[config.mk]
export PLATFORM = sky130hd
export DESIGN_NAME = alu_arbiter
export DESIGN_NICKNAME = d
export VERILOG_FILES = /design/src/rtl/alu_pkg.sv /design/src/rtl/alu_core.sv /design/src/rtl/alu_arbiter.sv
export SDC_FILE = /design/constraint.sdc
export NUM_CORES = 1
export LEC_CHECK = 0
export ABC_AREA = 1
export BUFFER_PORTS_ARGS = -buffer_cell sky130_fd_sc_hd__clkbuf_2
export CELL_PAD_IN_SITES_DETAIL_PLACEMENT = 1
export CELL_PAD_IN_SITES_GLOBAL_PLACEMENT = 1
export CORE_ASPECT_RATIO = 1.5
export CORE_MARGIN = 2
export CORE_UTILIZATION = 28
export DETAILED_ROUTE_END_ITERATION = 12
export PLACE_DENSITY = 0.63
export SYNTH_ARGS = -nofsm -noshare
export SYNTH_HDL_FRONTEND = slang
export SYNTH_SLANG_ARGS = --single-unit
[constraint.sdc]
create_clock -name clk_2 -period 1.7 [get_ports clk_2]
set_input_delay 0.085 -clock clk_2 [delete_from_list [all_inputs] [get_ports clk_2]]
set_output_delay 0.085 -clock clk_2 [all_outputs]
set_load 0.05 [all_outputs]
[src/rtl/alu_pkg.sv]
// ----------------------------------------------------------------------------
// alu_pkg
//   Shared types and constants for the two-requester switch-ALU arbiter and
//   the combinational ALU core.
//   Contents:
//     NREQ      number of requesters sharing the ALU (fixed at 2)
//     OP_W      width of an op code
//     alu_op_t  switch-ALU op codes, including the single illegal encoding
//     state_t   arbiter sequencing states
// ----------------------------------------------------------------------------
package alu_pkg;

    localparam int unsigned NREQ = 2;
    localparam int unsigned OP_W = 3;

    // Op codes of the switch ALU; 3'b110 and 3'b111 both subtract.
    typedef enum logic [OP_W-1:0] {
        OP_AND     = 3'b000,
        OP_OR      = 3'b001,
        OP_ADD     = 3'b010,
        OP_ILLEGAL = 3'b011,
        OP_ANDN    = 3'b100,
        OP_ORN     = 3'b101,
        OP_SUB     = 3'b110,
        OP_SUB_ALT = 3'b111
    } alu_op_t;

    // Capture/grant, execute, hold result until consumed.
    typedef enum logic [1:0] {
        IDLE = 2'b00,
        EXEC = 2'b01,
        RESP = 2'b10
    } state_t;

    // True for op codes that carry/borrow out of the MSB.
    function automatic logic is_arith(input alu_op_t op);
        return (op == OP_ADD) || (op == OP_SUB) || (op == OP_SUB_ALT);
    endfunction

endpackage : alu_pkg

[src/rtl/alu_core.sv]
// ----------------------------------------------------------------------------
// alu_core
//   Combinational NBITS-wide switch ALU. Used by the arbiter and by the LED
//   path in the board top so both see identical arithmetic.
//   Ports:
//     i_op        op code (alu_op_t)
//     i_a, i_b    operands
//     o_result_c  result, (op) mod 2^NBITS
//     o_carry_c   carry-out for ADD, borrow (A<B) for SUB, 0 otherwise
//     o_err_c     illegal op code; result and carry forced to 0
// ----------------------------------------------------------------------------
module alu_core
    import alu_pkg::*;
#(
    parameter int unsigned NBITS = 2
) (
    input  alu_op_t          i_op,
    input  logic [NBITS-1:0] i_a,
    input  logic [NBITS-1:0] i_b,
    output logic [NBITS-1:0] o_result_c,
    output logic             o_carry_c,
    output logic             o_err_c
);

    localparam int unsigned EXT_W = NBITS + 1;

    logic [EXT_W-1:0] w_sum;
    logic [EXT_W-1:0] w_diff;

    // Zero-extended so the top bit is the carry (sum) or the borrow (diff).
    assign w_sum  = {1'b0, i_a} + {1'b0, i_b};
    assign w_diff = {1'b0, i_a} - {1'b0, i_b};

    // Op decode.
    always_comb begin
        o_result_c = '0;
        o_carry_c  = 1'b0;
        o_err_c    = 1'b0;
        case (i_op)
            OP_AND:     o_result_c = i_a & i_b;
            OP_OR:      o_result_c = i_a | i_b;
            OP_ADD: begin
                o_result_c = w_sum[NBITS-1:0];
                o_carry_c  = w_sum[NBITS];
            end
            OP_ANDN:    o_result_c = i_a & ~i_b;
            OP_ORN:     o_result_c = i_a | ~i_b;
            OP_SUB, OP_SUB_ALT: begin
                o_result_c = w_diff[NBITS-1:0];
                o_carry_c  = w_diff[NBITS];
            end
            OP_ILLEGAL: o_err_c = 1'b1;
            default:    o_err_c = 1'b1;
        endcase
    end

endmodule : alu_core

[src/rtl/alu_arbiter.sv]
// ----------------------------------------------------------------------------
// alu_arbiter
//   Shares one alu_core between two requesters (0 = switch panel,
//   1 = test/LCD engine) with round-robin arbitration. Each accepted op runs
//   IDLE -> EXEC -> RESP -> IDLE; ops never overlap.
//   Ports:
//     clk_2        system clock, rising edge
//     reset        synchronous, active-high; aborts any op, drops a pending result
//     req_valid    per-requester op present
//     req_ready    per-requester accept strobe (combinational, IDLE only)
//     req_op/a/b   per-requester op code and operands
//     resp_valid   result held for the consumer (RESP state)
//     resp_ready   consumer takes the result
//     resp_id      requester owning the result
//     resp_result  ALU result
//     resp_carry   carry (ADD) / borrow (SUB)
//     resp_err     illegal op code
//     busy         FSM not in IDLE
// ----------------------------------------------------------------------------
module alu_arbiter #(
    parameter int unsigned NBITS = 2,
    parameter int unsigned NREQ  = alu_pkg::NREQ
) (
    input  logic                       clk_2,
    input  logic                       reset,
    input  logic [NREQ-1:0]            req_valid,
    output logic [NREQ-1:0]            req_ready,
    input  logic [NREQ-1:0][2:0]       req_op,
    input  logic [NREQ-1:0][NBITS-1:0] req_a,
    input  logic [NREQ-1:0][NBITS-1:0] req_b,
    output logic                       resp_valid,
    input  logic                       resp_ready,
    output logic                       resp_id,
    output logic [NBITS-1:0]           resp_result,
    output logic                       resp_carry,
    output logic                       resp_err,
    output logic                       busy
);

    import alu_pkg::*;

    // The grant logic is a single-bit round-robin; only two requesters are supported.
    if (NREQ != 2) begin : g_nreq_check
        $error("alu_arbiter: NREQ must be 2");
    end

    state_t           r_state;
    state_t           w_next_state;
    logic             r_rr_ptr;
    logic             w_grant;
    logic             w_accept;

    alu_op_t          r_op;
    logic [NBITS-1:0] r_a;
    logic [NBITS-1:0] r_b;
    logic             r_id;

    logic [NBITS-1:0] w_alu_result;
    logic             w_alu_carry;
    logic             w_alu_err;

    logic             r_resp_valid;
    logic             r_resp_id;
    logic [NBITS-1:0] r_resp_result;
    logic             r_resp_carry;
    logic             r_resp_err;
    logic             r_busy;

    // Next state, grant selection and same-cycle ready.
    always_comb begin
        w_next_state = r_state;
        w_grant      = 1'b0;
        w_accept     = 1'b0;
        req_ready    = '0;
        case (r_state)
            IDLE: begin
                // A lone requester wins outright; a tie goes to rr_ptr.
                if (!reset && (|req_valid)) begin
                    w_grant      = (&req_valid) ? r_rr_ptr : req_valid[1];
                    w_accept     = 1'b1;
                    req_ready    = NREQ'(1) << w_grant;
                    w_next_state = EXEC;
                end
            end
            EXEC: w_next_state = RESP;
            RESP: begin
                if (resp_ready) begin
                    w_next_state = IDLE;
                end
            end
            default: w_next_state = IDLE;
        endcase
    end

    // State register.
    always_ff @(posedge clk_2) begin
        if (reset) begin
            r_state <= IDLE;
        end else begin
            r_state <= w_next_state;
        end
    end

    // Round-robin pointer: the loser of this grant has priority next tie.
    always_ff @(posedge clk_2) begin
        if (reset) begin
            r_rr_ptr <= 1'b0;
        end else if (w_accept) begin
            r_rr_ptr <= ~w_grant;
        end
    end

    // Operand capture at the request handshake.
    always_ff @(posedge clk_2) begin
        if (reset) begin
            r_op <= OP_AND;
            r_a  <= '0;
            r_b  <= '0;
            r_id <= 1'b0;
        end else if (w_accept) begin
            r_op <= alu_op_t'(req_op[w_grant]);
            r_a  <= req_a[w_grant];
            r_b  <= req_b[w_grant];
            r_id <= w_grant;
        end
    end

    alu_core #(
        .NBITS (NBITS)
    ) u_alu_core (
        .i_op       (r_op),
        .i_a        (r_a),
        .i_b        (r_b),
        .o_result_c (w_alu_result),
        .o_carry_c  (w_alu_carry),
        .o_err_c    (w_alu_err)
    );

    // Result registers load in EXEC and hold until the next op's EXEC.
    always_ff @(posedge clk_2) begin
        if (reset) begin
            r_resp_id     <= 1'b0;
            r_resp_result <= '0;
            r_resp_carry  <= 1'b0;
            r_resp_err    <= 1'b0;
        end else if (r_state == EXEC) begin
            r_resp_id     <= r_id;
            r_resp_result <= w_alu_result;
            r_resp_carry  <= w_alu_carry & is_arith(r_op);
            r_resp_err    <= w_alu_err;
        end
    end

    // resp_valid mirrors the RESP state; busy mirrors "not IDLE".
    always_ff @(posedge clk_2) begin
        if (reset) begin
            r_resp_valid <= 1'b0;
            r_busy       <= 1'b0;
        end else begin
            r_resp_valid <= (w_next_state == RESP);
            r_busy       <= (w_next_state != IDLE);
        end
    end

    assign resp_valid  = r_resp_valid;
    assign resp_id     = r_resp_id;
    assign resp_result = r_resp_result;
    assign resp_carry  = r_resp_carry;
    assign resp_err    = r_resp_err;
    assign busy        = r_busy;

endmodule : alu_arbiter

==> summary.txt <==
Gr usage total: 0.140
Post-Syn Nets: 167
Post-synthesis cell area: 1000 um^2
Post-Route WL: 2490 um
H-Tree Depth: 1
Commonest cells in the netlist: nand2_1 (34), inv_1 (24), dfxtp_1 (18)
Area contributors post-synth: dfxtp_1 (36%), nand2_1 (13%), inv_1 (9.0%)
Post-route DRC: 0
Fmax: 632 MHz
Antenna-violating nets left: 0
Leak: 0.621 nW
Post-DP HPWL: 2010 um
Initial antenna violation count: 0
Endpoints failing setup: 0
CTS sink cnt: 18
GPL Wtd Cong: 0.859
Relative slew slack: 0.720
Total Nets Final: 197
CP Launch Type: register
Hold Path Sink: r_b[0]
Gate Count Post-Synth: 144
Period minus WS final: 1.58 ns
Clock root cell: clkbuf_8
Post-synth top area share: 0.359
Post-DR wirelength/cell: 11.6 um
TritonCTS Buffers: 3
DIE AREA: 4090 um^2
Clock slew at reported path FFs: 0.08 ns
Via Count: 981
Setup TNS: 0 ns
Drt pass-1 iters: 4
Number of synthesized flops with an enable pin: 0
Starting Density: 0.294
CP Class: reg -> reg
Initial drt markers: 16
Worst hold path type: in -> reg
Ant diodes: 0
Largest area contributor in the synthesized netlist: dfxtp_1
Synth warn: 0
R2R setup slack: 0.12 ns
RSZ-0062 raised after global routing: false
Hold Path Origin: req_b[0]
Share of cells above drive strength 1: 0.277
Gr ovfl total: 0
Worst clock skew: 0.00843 ns
Top-count cell post-synth: nand2_1
Worst flop-to-flop path endpoint: resp_result[1]
Pwr/cell area: 890 nW/um^2
Die width: 52.9 um
Largest net degree at the start of global routing: 15
CTS Hold Bufs: 0
Required @ worst endpoint: 1.83 ns
IO Pins: 28
Clk Latency, worst-skew pair: 0.25 ns
Final core utilization: 0.364
Max Root-Sink Buffers: 2
CTS tree: built
Yosys cell types: 24
Synth Area per Inst: 6.97 um^2
Die height: 77.3 um
Share of flip-flops with an asynchronous set or reset: 0
Core Footprint: 3420 um^2
#FFs+latches synth: 18
Maxcap violations: 0
# fillers: 460
Peak supply drop: 0.000413 V
Outcome: finished, final reports clean
Final hold violation count: 0
Area grow syn2layout: 23.8%
Via/cell ratio: 4.56
Primary FF master, synth: dfxtp_1
Crit Path Max Fanout: 4
Port Buffers: 27
Reg2Reg Launch Point: r_a[0]
Max-slew violation count: 0
Site Rows: 26
Reg2reg path depth: 10
CP arrival: 1.71 ns
Register area share after synthesis: 0.359
Worst-margin pin slew: 0.419 ns
Number of global-route vias before repair: 1,006
Global-route wire length before repair: 4330 um
Crit share post-route: 0.930
Worst Hold Depth: 5
Worst setup EP type: register
-- through the flow --
stage	area, um^2	instances	total power, W	hold WS (ns)	setup slack, ns
3_5_place_dp	1180	211	0.000761	0.374	0.0878
4_1_cts	1230	215	0.00112	0.108	0.0333
5_1_grt	1240	215	0.00118	0.130	0.000535
2_1_floorplan	1000	144	0.000686	0.275	0.189
6_report	1240	215	0.00111	0.110	0.118
3_3_place_gp	1180	211	0.000754	0.373	0.133
-- registers in the layout (all words and copies together), names as in the netlist, 2 cells and up --
| name | flops |
|---|---|
| r_op | 3 |
| r_a | 2 |
| r_b | 2 |
| r_state | 2 |
| resp_result | 2 |
-- cell families after synthesis --
group | synth area share
simple gates | 0.348
buf+inv | 0.125
compound gates | 0.104
flops | 0.359
fa+ha+maj | 0.0648
-- worst max path at each step --
stage	from	to	slack [ns]
3_3_place_gp	r_a[0]	resp_result[1]	0.13
5_1_grt	r_a[0]	resp_result[1]	0.0005
2_1_floorplan	r_a[0]	resp_result[1]	0.19
6_report	r_a[0]	resp_result[1]	0.12
3_5_place_dp	r_a[0]	resp_result[1]	0.09
4_1_cts	r_state[1]	req_ready[0]	0.03
-- routing by layer --
| layer | up-vias | routed length, um | GRT usage |
|---|---|---|---|
| met3 | 2 | 54 | 0.0175 |
| met4 | 0 | 17 | 0.0462 |
| met1 | 463 | 1010 | 0.162 |
| li1 | 505 | - | - |
| met5 | - | 0 | 0 |
| met2 | 11 | 1410 | 0.253 |
-- critical path, stage by stage (launching register included) --
cell and delay [ns]:
dfxtp_2 0.36, inv_1 0.06, ha_1 0.20, fa_1 0.48, inv_1 0.04, nand3_1 0.05
nand2_1 0.05, inv_1 0.05, nand3_1 0.06, nand2_1 0.06, a21oi_1 0.05
-- cells in the final DEF, fill, tap and decap left out --
cell type | netlist | layout
nand2_1 | 34 | 34
clkbuf_2 | 1 | 26
inv_1 | 24 | 24
dfxtp_1 | 18 | 17
nand3_1 | 14 | 14
nor2_1 | 13 | 13
a21oi_1 | 8 | 8
o21ai_0 | 6 | 6
clkbuf_8 | 0 | 4
nor2_4 | 2 | 3
or2_2 | 3 | 3
inv_2 | 2 | 2
nor2_2 | 3 | 2
nand4_1 | 2 | 2
a21oi_2 | 2 | 2
fa_1 | 2 | 2
ha_1 | 2 | 2
buf_4 | 1 | 2
o21ai_2 | 1 | 1
nand3_4 | 1 | 1
nor3_1 | 1 | 1
nand3b_1 | 1 | 1
a211oi_1 | 1 | 1
clkbuf_4 | 0 | 1
dfxtp_2 | 0 | 1
-- cell type report --
| class | instances | area (um^2) | share of cell area |
|---|---|---|---|
| clock buffers | 4 | 55.1 | 0.0443 |
| inverters | 26 | 97.6 | 0.0785 |
| multi-input cells | 96 | 523 | 0.421 |
| flip-flops and latches | 18 | 362 | 0.291 |
| well taps | 42 | 52.6 | 0.0423 |
| repair buffers | 29 | 153 | 0.123 |
-- what timing repair did --
item | 4_1_cts | 5_1_grt
setup buffers | 0 | 0
resized for setup | 0 | 4
hold endpoints to repair | 0 | 0
setup endpoints to repair | 0 | 2
-- where the power goes --
part	internal (W)	switching (W)
logic	0.0000871	0.000178
clock network	0.000206	0.000150
registers	0.000456	0.0000295
total	0.000749	0.000357
(Power assumes the default switching activity.)
